==> src/rtl/sram2axi4_master_if.sv <==
// AXI4 interface bundle shared by the SRAM-style bridge and its slaves.
// Widths come from the global AXI4_* macros, defaulted here when not set by the build.
`ifndef AXI4_ADDR_WIDTH
`define AXI4_ADDR_WIDTH 32
`endif
`ifndef AXI4_DATA_WIDTH
`define AXI4_DATA_WIDTH 32
`endif
`ifndef AXI4_ID_WIDTH
`define AXI4_ID_WIDTH 4
`endif
`ifndef AXI4_USER_WIDTH
`define AXI4_USER_WIDTH 1
`endif

interface axi4_if;
  logic [`AXI4_ID_WIDTH-1:0]     awid;
  logic [`AXI4_ADDR_WIDTH-1:0]   awaddr;
  logic [7:0]                    awlen;
  logic [2:0]                    awsize;
  logic [1:0]                    awburst;
  logic                          awlock;
  logic [3:0]                    awcache;
  logic [2:0]                    awprot;
  logic [3:0]                    awqos;
  logic [3:0]                    awregion;
  logic [`AXI4_USER_WIDTH-1:0]   awuser;
  logic                          awvalid;
  logic                          awready;

  logic [`AXI4_DATA_WIDTH-1:0]   wdata;
  logic [`AXI4_DATA_WIDTH/8-1:0] wstrb;
  logic                          wlast;
  logic [`AXI4_USER_WIDTH-1:0]   wuser;
  logic                          wvalid;
  logic                          wready;

  logic [`AXI4_ID_WIDTH-1:0]     bid;
  logic [1:0]                    bresp;
  logic                          bvalid;
  logic                          bready;

  logic [`AXI4_ID_WIDTH-1:0]     arid;
  logic [`AXI4_ADDR_WIDTH-1:0]   araddr;
  logic [7:0]                    arlen;
  logic [2:0]                    arsize;
  logic [1:0]                    arburst;
  logic                          arlock;
  logic [3:0]                    arcache;
  logic [2:0]                    arprot;
  logic [3:0]                    arqos;
  logic [3:0]                    arregion;
  logic [`AXI4_USER_WIDTH-1:0]   aruser;
  logic                          arvalid;
  logic                          arready;

  logic [`AXI4_ID_WIDTH-1:0]     rid;
  logic [`AXI4_DATA_WIDTH-1:0]   rdata;
  logic [1:0]                    rresp;
  logic                          rlast;
  logic                          rvalid;
  logic                          rready;

  modport master (
    output awid, awaddr, awlen, awsize, awburst, awlock, awcache, awprot, awqos, awregion,
           awuser, awvalid,
    input  awready,
    output wdata, wstrb, wlast, wuser, wvalid,
    input  wready,
    input  bid, bresp, bvalid,
    output bready,
    output arid, araddr, arlen, arsize, arburst, arlock, arcache, arprot, arqos, arregion,
           aruser, arvalid,
    input  arready,
    input  rid, rdata, rresp, rlast, rvalid,
    output rready
  );

  modport slave (
    input  awid, awaddr, awlen, awsize, awburst, awlock, awcache, awprot, awqos, awregion,
           awuser, awvalid,
    output awready,
    input  wdata, wstrb, wlast, wuser, wvalid,
    output wready,
    output bid, bresp, bvalid,
    input  bready,
    input  arid, araddr, arlen, arsize, arburst, arlock, arcache, arprot, arqos, arregion,
           aruser, arvalid,
    output arready,
    output rid, rdata, rresp, rlast, rvalid,
    input  rready
  );
endinterface

==> src/rtl/sram2axi4_master.sv <==
// Native en/wen/bm/addr/dat request port to AXI4 master bridge.
// Every accepted request becomes one single-beat AXI4 transaction; one outstanding at a time.
`ifndef AXI4_ADDR_WIDTH
`define AXI4_ADDR_WIDTH 32
`endif
`ifndef AXI4_DATA_WIDTH
`define AXI4_DATA_WIDTH 32
`endif
`ifndef AXI4_ID_WIDTH
`define AXI4_ID_WIDTH 4
`endif
`ifndef AXI4_USER_WIDTH
`define AXI4_USER_WIDTH 1
`endif

module sram2axi4_master #(
  parameter int                           REQ_ADDR_WIDTH = 11,
  parameter logic [`AXI4_ADDR_WIDTH-1:0]  AXI_BASE_ADDR  = 32'h0F00_0000,
  parameter logic [`AXI4_ID_WIDTH-1:0]    AXI_ID         = '0
) (
  input  logic                            clk_i,
  input  logic                            rst_i,
  input  logic                            req_valid_i,
  output logic                            req_ready_o,
  input  logic                            req_wen_i,
  input  logic [REQ_ADDR_WIDTH-1:0]       req_addr_i,
  input  logic [`AXI4_DATA_WIDTH/8-1:0]   req_bm_i,
  input  logic [`AXI4_DATA_WIDTH-1:0]     req_dat_i,
  output logic                            rsp_valid_o,
  output logic [`AXI4_DATA_WIDTH-1:0]     rsp_dat_o,
  output logic                            rsp_err_o,
  axi4_if.master                          axi4
);

  localparam int AW     = `AXI4_ADDR_WIDTH;
  localparam int DW     = `AXI4_DATA_WIDTH;
  localparam int SW     = DW / 8;
  localparam int SIZE_L = $clog2(SW);
  localparam logic [2:0] AXSIZE = 3'(SIZE_L);
  localparam logic [1:0] BURST_INCR = 2'b01;
  localparam logic [1:0] RESP_OKAY  = 2'b00;

  typedef enum logic [2:0] {
    IDLE,
    WR,
    WR_RESP,
    RD_ADDR,
    RD_DATA
  } state_e;

  state_e          state_q, state_d;
  logic [AW-1:0]   addr_q, addr_d;
  logic [DW-1:0]   dat_q, dat_d;
  logic [SW-1:0]   bm_q, bm_d;
  logic            awvalid_q, awvalid_d;
  logic            wvalid_q, wvalid_d;
  logic            bready_q, bready_d;
  logic            arvalid_q, arvalid_d;
  logic            rready_q, rready_d;
  logic            aw_done_q, aw_done_d;
  logic            w_done_q, w_done_d;
  logic            rsp_valid_q, rsp_valid_d;
  logic            rsp_err_q, rsp_err_d;
  logic [DW-1:0]   rsp_dat_q, rsp_dat_d;

  logic            aw_hs, w_hs, b_hs, ar_hs, r_hs;

  assign aw_hs = awvalid_q & axi4.awready;
  assign w_hs  = wvalid_q  & axi4.wready;
  assign b_hs  = bready_q  & axi4.bvalid;
  assign ar_hs = arvalid_q & axi4.arready;
  assign r_hs  = rready_q  & axi4.rvalid;

  always_comb begin
    state_d     = state_q;
    addr_d      = addr_q;
    dat_d       = dat_q;
    bm_d        = bm_q;
    awvalid_d   = awvalid_q;
    wvalid_d    = wvalid_q;
    bready_d    = bready_q;
    arvalid_d   = arvalid_q;
    rready_d    = rready_q;
    aw_done_d   = aw_done_q;
    w_done_d    = w_done_q;
    rsp_valid_d = 1'b0;
    rsp_err_d   = 1'b0;
    rsp_dat_d   = rsp_dat_q;

    unique case (state_q)
      IDLE: begin
        if (req_valid_i) begin
          // Word index scaled to a byte address; wraps modulo the AXI address space.
          addr_d = AXI_BASE_ADDR + (AW'(req_addr_i) << SIZE_L);
          dat_d  = req_dat_i;
          bm_d   = req_bm_i;
          if (req_wen_i) begin
            state_d   = WR;
            awvalid_d = 1'b1;
            wvalid_d  = 1'b1;
            aw_done_d = 1'b0;
            w_done_d  = 1'b0;
          end else begin
            state_d   = RD_ADDR;
            arvalid_d = 1'b1;
          end
        end
      end

      WR: begin
        if (aw_hs) begin
          awvalid_d = 1'b0;
          aw_done_d = 1'b1;
        end
        if (w_hs) begin
          wvalid_d = 1'b0;
          w_done_d = 1'b1;
        end
        if ((aw_done_q | aw_hs) & (w_done_q | w_hs)) begin
          state_d   = WR_RESP;
          bready_d  = 1'b1;
          aw_done_d = 1'b0;
          w_done_d  = 1'b0;
        end
      end

      WR_RESP: begin
        if (b_hs) begin
          bready_d    = 1'b0;
          state_d     = IDLE;
          rsp_valid_d = 1'b1;
          rsp_err_d   = (axi4.bresp != RESP_OKAY);
        end
      end

      RD_ADDR: begin
        if (ar_hs) begin
          arvalid_d = 1'b0;
          rready_d  = 1'b1;
          state_d   = RD_DATA;
        end
      end

      RD_DATA: begin
        if (r_hs) begin
          rready_d    = 1'b0;
          state_d     = IDLE;
          rsp_valid_d = 1'b1;
          rsp_dat_d   = axi4.rdata;
          // A single-beat read must be the last beat; anything else is a protocol error.
          rsp_err_d   = (axi4.rresp != RESP_OKAY) | ~axi4.rlast;
        end
      end

      default: state_d = IDLE;
    endcase
  end

  always_ff @(posedge clk_i) begin
    if (rst_i) begin
      state_q     <= IDLE;
      addr_q      <= '0;
      dat_q       <= '0;
      bm_q        <= '0;
      awvalid_q   <= 1'b0;
      wvalid_q    <= 1'b0;
      bready_q    <= 1'b0;
      arvalid_q   <= 1'b0;
      rready_q    <= 1'b0;
      aw_done_q   <= 1'b0;
      w_done_q    <= 1'b0;
      rsp_valid_q <= 1'b0;
      rsp_err_q   <= 1'b0;
      rsp_dat_q   <= '0;
    end else begin
      state_q     <= state_d;
      addr_q      <= addr_d;
      dat_q       <= dat_d;
      bm_q        <= bm_d;
      awvalid_q   <= awvalid_d;
      wvalid_q    <= wvalid_d;
      bready_q    <= bready_d;
      arvalid_q   <= arvalid_d;
      rready_q    <= rready_d;
      aw_done_q   <= aw_done_d;
      w_done_q    <= w_done_d;
      rsp_valid_q <= rsp_valid_d;
      rsp_err_q   <= rsp_err_d;
      rsp_dat_q   <= rsp_dat_d;
    end
  end

  assign req_ready_o = (state_q == IDLE);
  assign rsp_valid_o = rsp_valid_q;
  assign rsp_err_o   = rsp_err_q;
  assign rsp_dat_o   = rsp_dat_q;

  assign axi4.awid     = AXI_ID;
  assign axi4.awaddr   = addr_q;
  assign axi4.awlen    = 8'd0;
  assign axi4.awsize   = AXSIZE;
  assign axi4.awburst  = BURST_INCR;
  assign axi4.awlock   = 1'b0;
  assign axi4.awcache  = 4'd0;
  assign axi4.awprot   = 3'd0;
  assign axi4.awqos    = 4'd0;
  assign axi4.awregion = 4'd0;
  assign axi4.awuser   = '0;
  assign axi4.awvalid  = awvalid_q;

  assign axi4.wdata    = dat_q;
  assign axi4.wstrb    = bm_q;
  assign axi4.wlast    = 1'b1;
  assign axi4.wuser    = '0;
  assign axi4.wvalid   = wvalid_q;

  assign axi4.bready   = bready_q;

  assign axi4.arid     = AXI_ID;
  assign axi4.araddr   = addr_q;
  assign axi4.arlen    = 8'd0;
  assign axi4.arsize   = AXSIZE;
  assign axi4.arburst  = BURST_INCR;
  assign axi4.arlock   = 1'b0;
  assign axi4.arcache  = 4'd0;
  assign axi4.arprot   = 3'd0;
  assign axi4.arqos    = 4'd0;
  assign axi4.arregion = 4'd0;
  assign axi4.aruser   = '0;
  assign axi4.arvalid  = arvalid_q;

  assign axi4.rready   = rready_q;

endmodule

==> src/flat_wrapper.sv <==
// flat-port wrapper written by rule: the top's interface ports become plain ports
module sram2axi4_master_flat 
#(
  parameter int                           REQ_ADDR_WIDTH = 11,
  parameter logic [`AXI4_ADDR_WIDTH-1:0]  AXI_BASE_ADDR  = 32'h0F00_0000,
  parameter logic [`AXI4_ID_WIDTH-1:0]    AXI_ID         = '0
)
  (clk_i, rst_i, req_valid_i, req_ready_o, req_wen_i, req_addr_i, req_bm_i, req_dat_i, rsp_valid_o, rsp_dat_o, rsp_err_o, axi4_awid, axi4_awaddr, axi4_awlen, axi4_awsize, axi4_awburst, axi4_awlock, axi4_awcache, axi4_awprot, axi4_awqos, axi4_awregion, axi4_awuser, axi4_awvalid, axi4_awready, axi4_wdata, axi4_wstrb, axi4_wlast, axi4_wuser, axi4_wvalid, axi4_wready, axi4_bid, axi4_bresp, axi4_bvalid, axi4_bready, axi4_arid, axi4_araddr, axi4_arlen, axi4_arsize, axi4_arburst, axi4_arlock, axi4_arcache, axi4_arprot, axi4_arqos, axi4_arregion, axi4_aruser, axi4_arvalid, axi4_arready, axi4_rid, axi4_rdata, axi4_rresp, axi4_rlast, axi4_rvalid, axi4_rready);
  axi4_if axi4_i ();
  input  logic clk_i;
  input  logic rst_i;
  input  logic req_valid_i;
  output logic req_ready_o;
  input  logic req_wen_i;
  input  logic [REQ_ADDR_WIDTH-1:0] req_addr_i;
  input  logic [`AXI4_DATA_WIDTH/8-1:0] req_bm_i;
  input  logic [`AXI4_DATA_WIDTH-1:0] req_dat_i;
  output logic rsp_valid_o;
  output logic [`AXI4_DATA_WIDTH-1:0] rsp_dat_o;
  output logic rsp_err_o;
  output wire logic [$bits(axi4_i.awid)-1:0] axi4_awid;
  output wire logic [$bits(axi4_i.awaddr)-1:0] axi4_awaddr;
  output wire logic [$bits(axi4_i.awlen)-1:0] axi4_awlen;
  output wire logic [$bits(axi4_i.awsize)-1:0] axi4_awsize;
  output wire logic [$bits(axi4_i.awburst)-1:0] axi4_awburst;
  output wire logic [$bits(axi4_i.awlock)-1:0] axi4_awlock;
  output wire logic [$bits(axi4_i.awcache)-1:0] axi4_awcache;
  output wire logic [$bits(axi4_i.awprot)-1:0] axi4_awprot;
  output wire logic [$bits(axi4_i.awqos)-1:0] axi4_awqos;
  output wire logic [$bits(axi4_i.awregion)-1:0] axi4_awregion;
  output wire logic [$bits(axi4_i.awuser)-1:0] axi4_awuser;
  output wire logic [$bits(axi4_i.awvalid)-1:0] axi4_awvalid;
  input wire logic [$bits(axi4_i.awready)-1:0] axi4_awready;
  output wire logic [$bits(axi4_i.wdata)-1:0] axi4_wdata;
  output wire logic [$bits(axi4_i.wstrb)-1:0] axi4_wstrb;
  output wire logic [$bits(axi4_i.wlast)-1:0] axi4_wlast;
  output wire logic [$bits(axi4_i.wuser)-1:0] axi4_wuser;
  output wire logic [$bits(axi4_i.wvalid)-1:0] axi4_wvalid;
  input wire logic [$bits(axi4_i.wready)-1:0] axi4_wready;
  input wire logic [$bits(axi4_i.bid)-1:0] axi4_bid;
  input wire logic [$bits(axi4_i.bresp)-1:0] axi4_bresp;
  input wire logic [$bits(axi4_i.bvalid)-1:0] axi4_bvalid;
  output wire logic [$bits(axi4_i.bready)-1:0] axi4_bready;
  output wire logic [$bits(axi4_i.arid)-1:0] axi4_arid;
  output wire logic [$bits(axi4_i.araddr)-1:0] axi4_araddr;
  output wire logic [$bits(axi4_i.arlen)-1:0] axi4_arlen;
  output wire logic [$bits(axi4_i.arsize)-1:0] axi4_arsize;
  output wire logic [$bits(axi4_i.arburst)-1:0] axi4_arburst;
  output wire logic [$bits(axi4_i.arlock)-1:0] axi4_arlock;
  output wire logic [$bits(axi4_i.arcache)-1:0] axi4_arcache;
  output wire logic [$bits(axi4_i.arprot)-1:0] axi4_arprot;
  output wire logic [$bits(axi4_i.arqos)-1:0] axi4_arqos;
  output wire logic [$bits(axi4_i.arregion)-1:0] axi4_arregion;
  output wire logic [$bits(axi4_i.aruser)-1:0] axi4_aruser;
  output wire logic [$bits(axi4_i.arvalid)-1:0] axi4_arvalid;
  input wire logic [$bits(axi4_i.arready)-1:0] axi4_arready;
  input wire logic [$bits(axi4_i.rid)-1:0] axi4_rid;
  input wire logic [$bits(axi4_i.rdata)-1:0] axi4_rdata;
  input wire logic [$bits(axi4_i.rresp)-1:0] axi4_rresp;
  input wire logic [$bits(axi4_i.rlast)-1:0] axi4_rlast;
  input wire logic [$bits(axi4_i.rvalid)-1:0] axi4_rvalid;
  output wire logic [$bits(axi4_i.rready)-1:0] axi4_rready;
  assign axi4_awid = axi4_i.awid;
  assign axi4_awaddr = axi4_i.awaddr;
  assign axi4_awlen = axi4_i.awlen;
  assign axi4_awsize = axi4_i.awsize;
  assign axi4_awburst = axi4_i.awburst;
  assign axi4_awlock = axi4_i.awlock;
  assign axi4_awcache = axi4_i.awcache;
  assign axi4_awprot = axi4_i.awprot;
  assign axi4_awqos = axi4_i.awqos;
  assign axi4_awregion = axi4_i.awregion;
  assign axi4_awuser = axi4_i.awuser;
  assign axi4_awvalid = axi4_i.awvalid;
  assign axi4_i.awready = axi4_awready;
  assign axi4_wdata = axi4_i.wdata;
  assign axi4_wstrb = axi4_i.wstrb;
  assign axi4_wlast = axi4_i.wlast;
  assign axi4_wuser = axi4_i.wuser;
  assign axi4_wvalid = axi4_i.wvalid;
  assign axi4_i.wready = axi4_wready;
  assign axi4_i.bid = axi4_bid;
  assign axi4_i.bresp = axi4_bresp;
  assign axi4_i.bvalid = axi4_bvalid;
  assign axi4_bready = axi4_i.bready;
  assign axi4_arid = axi4_i.arid;
  assign axi4_araddr = axi4_i.araddr;
  assign axi4_arlen = axi4_i.arlen;
  assign axi4_arsize = axi4_i.arsize;
  assign axi4_arburst = axi4_i.arburst;
  assign axi4_arlock = axi4_i.arlock;
  assign axi4_arcache = axi4_i.arcache;
  assign axi4_arprot = axi4_i.arprot;
  assign axi4_arqos = axi4_i.arqos;
  assign axi4_arregion = axi4_i.arregion;
  assign axi4_aruser = axi4_i.aruser;
  assign axi4_arvalid = axi4_i.arvalid;
  assign axi4_i.arready = axi4_arready;
  assign axi4_i.rid = axi4_rid;
  assign axi4_i.rdata = axi4_rdata;
  assign axi4_i.rresp = axi4_rresp;
  assign axi4_i.rlast = axi4_rlast;
  assign axi4_i.rvalid = axi4_rvalid;
  assign axi4_rready = axi4_i.rready;
  sram2axi4_master #(.REQ_ADDR_WIDTH(REQ_ADDR_WIDTH), .AXI_BASE_ADDR(AXI_BASE_ADDR), .AXI_ID(AXI_ID)) u_core (.clk_i(clk_i), .rst_i(rst_i), .req_valid_i(req_valid_i), .req_ready_o(req_ready_o), .req_wen_i(req_wen_i), .req_addr_i(req_addr_i), .req_bm_i(req_bm_i), .req_dat_i(req_dat_i), .rsp_valid_o(rsp_valid_o), .rsp_dat_o(rsp_dat_o), .rsp_err_o(rsp_err_o), .axi4(axi4_i));
endmodule
==> config.mk <==
export PLATFORM = sky130hd
export DESIGN_NAME = sram2axi4_master_flat
export DESIGN_NICKNAME = d
export VERILOG_FILES = /design/src/rtl/sram2axi4_master_if.sv /design/src/rtl/sram2axi4_master.sv /design/src/flat_wrapper.sv
export SDC_FILE = /design/constraint.sdc
export NUM_CORES = 1
export LEC_CHECK = 0
export ABC_AREA = 1
export CORE_MARGIN = 5
export CORE_UTILIZATION = 35
export DETAILED_ROUTE_END_ITERATION = 8
export PLACE_DENSITY = 0.81
export RECOVER_POWER = 50
export REMOVE_ABC_BUFFERS = 1
export SLEW_MARGIN = 20
export SYNTH_ARGS = -nofsm -noshare
export SYNTH_HDL_FRONTEND = slang
export SYNTH_SLANG_ARGS = --single-unit
export TNS_END_PERCENT = 10
==> constraint.sdc <==
create_clock -name clk_i -period 1.38 [get_ports clk_i]
set_clock_uncertainty 0.05 [all_clocks]
set_input_delay 0.207 -clock clk_i [delete_from_list [all_inputs] [get_ports clk_i]]
set_output_delay 0.207 -clock clk_i [all_outputs]
set_load 0.02 [all_outputs]
==> results.toml <==
[cells_and_area]
nNetsFinal = 866
final.fill_count = 1223
stdcell_count = 941
areaGrowthSynthToFinish_pct = 48.1
final_cell_area_mm2 = 0.00652
n_antenna_cell = 0
layout_cell_share_with_drive_strength_beyond_1 = 0.114

[pwr]
p_seq_frac = 0.346
total_switching_power_mw = 3.41
clock_power_share = 0.249
power-per-cell-area_mw_per_mm2 = 1420
switching_share = 0.369
total_power_mw = 9.23
ir_drop_mv = 0.782
power.share.combinational = 0.405
total_leakage_power_nw = 3.18
power.internal_mw = 5.83

[grt]
grt_pass1_vias = 3515
globalRouteOverflowTotal = 0
grt_first_pass_wirelength_um = 17700
gr-usage-all-layers = 0.151
grt_util_met1 = 0.177
grt_most_used_layer = "met2"
met2_track_utilization_from_global_routing = 0.266
grt_max_degree = 49
gr-usage-met3 = 0.0292
grt_antenna_before_repair = 0

[placement]
io_buffer_count = 198
finalWeightedCongestion = 0.817
dpl-instance-area_mm2 = 0.00612
placed_cells = 923
pre_cts_ws_ns = -0.185
hpwl_reported_at_the_end_of_detailed_placement_um = 9270

[hold_path]
worstHoldPathCells = 2
timing.hold.worst.start = "rst_i"
min_delay_worst_endpoint = "u_core.rsp_err_o$_SDFF_PP0_"
holdCritPathClass = "in -> reg"

[worst_setup_path]
critical_path_peak_fanout = 3
crit_type = "reg -> out"
critical-path-top-delay-family = "flip-flops"
r2r_cells = 7
cp_data_arrival_time_ns = 1.10
setup.worst_path.end_class = "output port"
worstPathCellList = "clkdlybuf4s15_1"
cp-start-kind = "flip-flop"
worstReg2RegEnd = "u_core.axi4.wdata[27]$_SDFFE_PP0P_"
number_of_buffer_and_inverter_stages_on_the_critical_path = 1
timing.critical_path.slowest_cell_delay_ns = 0.42
setup.reg_to_reg.worst_slack_ns = 0.03
r2r-start = "u_core.state_q[2]$_SDFFE_PP0P_"
timing.critical_path.slowest_stage_cell = "dfxtp_1"
critPathRequiredTime_ns = 1.12

[status]
status = "finished clean"

[floorplanning]
count_of_boundary_i_o_pins = 311
coreArea_mm2 = 0.0125
die_width_um = 122
initial_core_util = 0.353
rows = 41
die-height_um = 122
floorplan.die_area_mm2 = 0.0149

[synth]
netlist_top_cells_area = "dfxtp_1 42%, buf_4 21%, nand2_1 7.0%"
post_synth_inst_count = 578
postSynthRegisterBits = 92
share_of_the_synthesized_area_in_the_top_cell_type = 0.419
synth_cell_type_count = 18
synth_largest_area_cell = "dfxtp_1"
syn_avg_cell_area_um2 = 7.61
ys_warn_count = 0
seq_total_area_yosys = 0.419
netlist_area_mm2 = 0.00440

[routing]
count_of_vias_placed_by_the_detailed_router = 4031
routed_wirelength_um = 12700
post_drt_wl_per_cell_um = 13.5
post-route-drc-count = 0
avgViaCountPerCell = 4.28
detail_route.first_pass.iterations = 4
antenna_left = 0
drc_violation_total_after_the_first_tritonroute_iteration = 112

[sta]
max_clock_freq_mhz = 736
fin_crit_ns = 1.36
setup_ws_ns = 0.0210
period_share = 0.985
final-hold-violation-count = 0
finalSetupViolations = 0
finalMaxSlewViolations = 0
grt_setup_unrepaired = "true"

[clocking]
htree_num_levels = 3
clock_insertion_delay_worst_skew_ns = 0.33
cts_post_setup_buffers_inserted = 0
cts_inserted_buffers = 9
cts_root_buf = "clkbuf_16"
tritoncts_num_sinks = 92
worst_setup_hold_path_clk_slew_ns = 0.06
cts-root-to-sink-buffers = 2
cts_tree = "done"

[job]
max-cap-violations = 0
## cells by family after synthesis
family,after synthesis,synth area share
flip-flops,92,0.419
AO/OA/AOI/OAI,94,0.107
buffers and inverters,170,0.265
other,2,0.00171
AND/OR/NAND/NOR,220,0.208
## metal layers
metal	vias to the layer above	wire length [µm]
met1	1868	4970
met4	0	236
li1	2000	-
met3	16	889
met5	-	0
met2	147	6620
## worst max-delay path by stage
stage,slack (ns),to,startpoint,cells after the start
2_1_floorplan,-0.56,u_core.axi4.araddr[10]$_SDFFE_PP0P_,u_core.state_q[2]$_SDFFE_PP0P_,6
3_3_place_gp,-0.19,u_core.state_q[0]$_SDFFE_PP0P_,axi4_wready,9
3_5_place_dp,-0.18,u_core.rsp_dat_o[5]$_SDFFE_PP0P_,axi4_rvalid,7
4_1_cts,-0.04,u_core.rsp_dat_o[22]$_SDFFE_PP0P_,u_core.state_q[1]$_SDFFE_PP0P_,7
5_1_grt,-0.09,u_core.axi4.wdata[27]$_SDFFE_PP0P_,u_core.state_q[2]$_SDFFE_PP0P_,7
6_report,0.02,axi4_araddr[10],u_core.axi4.araddr[10]$_SDFFE_PP0P_,1
## final cells by class
| cell class | count | area, µm² | share of cell area |
|---|---|---|---|
| Clock buffer | 11 | 253 | 0.0388 |
| Clock inverter | 4 | 25.0 | 0.00384 |
| Inverter | 17 | 66.3 | 0.0102 |
| Multi-Input combinational cell | 418 | 1880 | 0.288 |
| Sequential cell | 92 | 1850 | 0.283 |
| Tap cell | 172 | 215 | 0.0330 |
| Timing Repair Buffer | 227 | 2230 | 0.343 |
## registers in the layout, summed over array words and instances, names as in the netlist
signal and cells:
u_core.rsp_valid_o 1, u_core.axi4.awvalid 1, u_core.axi4.bready 1, u_core.axi4.wdata 32, u_core.rsp_dat_o 32, u_core.axi4.wvalid 1
u_core.axi4.rready 1, u_core.state_q 3, u_core.axi4.wstrb 4, u_core.axi4.araddr 12, u_core.axi4.arvalid 1, u_core.rsp_err_o 1
u_core.w_done_q 1, u_core.aw_done_q 1
## per-stage QoR
| stage | utilization | hold slack, ns | setup TNS (ns) |
|---|---|---|---|
| global placement | 0.491 | 0.389 | -3.78 |
| detailed placement | 0.491 | 0.400 | -4.71 |
| global route | 0.523 | 0.108 | -1.17 |
| finish | 0.523 | 0.0976 | 0 |
| CTS | 0.505 | 0.0974 | -0.226 |
| floorplan | - | 0.226 | -40.34 |
## cell usage after synthesis, drive strengths merged
cell type / number
dfxtp: 92
inv: 17
nand3: 54
nor2: 83
conb: 2
nand2: 83
a21oi: 57
buf: 142
clkbuf: 11
o21ai: 37
## cell usage in the layout (no fill, tap or decap), types with 3 or more instances in the layout
master and instances:
o21ai_0 37, buf_6 5, clkbuf_16 11, clkdlybuf4s15_1 3, nor2_4 6, clkdlybuf4s15_2 7, a21oi_2 4, nand2_1 79
dfxtp_1 88, conb_1 104, buf_12 7, a21oi_1 53, dlygate4sd2_1 95, dfxtp_2 4, clkdlybuf4s50_1 90, inv_1 15
nand2_2 3, nor2_2 13, nand3_1 53, nor2_1 64, buf_4 14
## what timing repair did
item | in CTS | in global routing
gates resized for setup | 130 | 47
pin swaps | 0 | 4
hold buffers | 0 | 0
endpoints found under the setup margin | 130 | 91
gates cloned | 0 | 3
## power groups by stage
stage	clock (mW)	sequential (mW)	combinational [mW]
2_1_floorplan	0	3.74	1.33
3_3_place_gp	0	3.24	3.63
3_5_place_dp	0	3.25	3.65
4_1_cts	2.39	3.19	3.43
5_1_grt	2.48	3.24	4.04
6_report	2.30	3.19	3.74
Power figures use the tool's default switching activity.
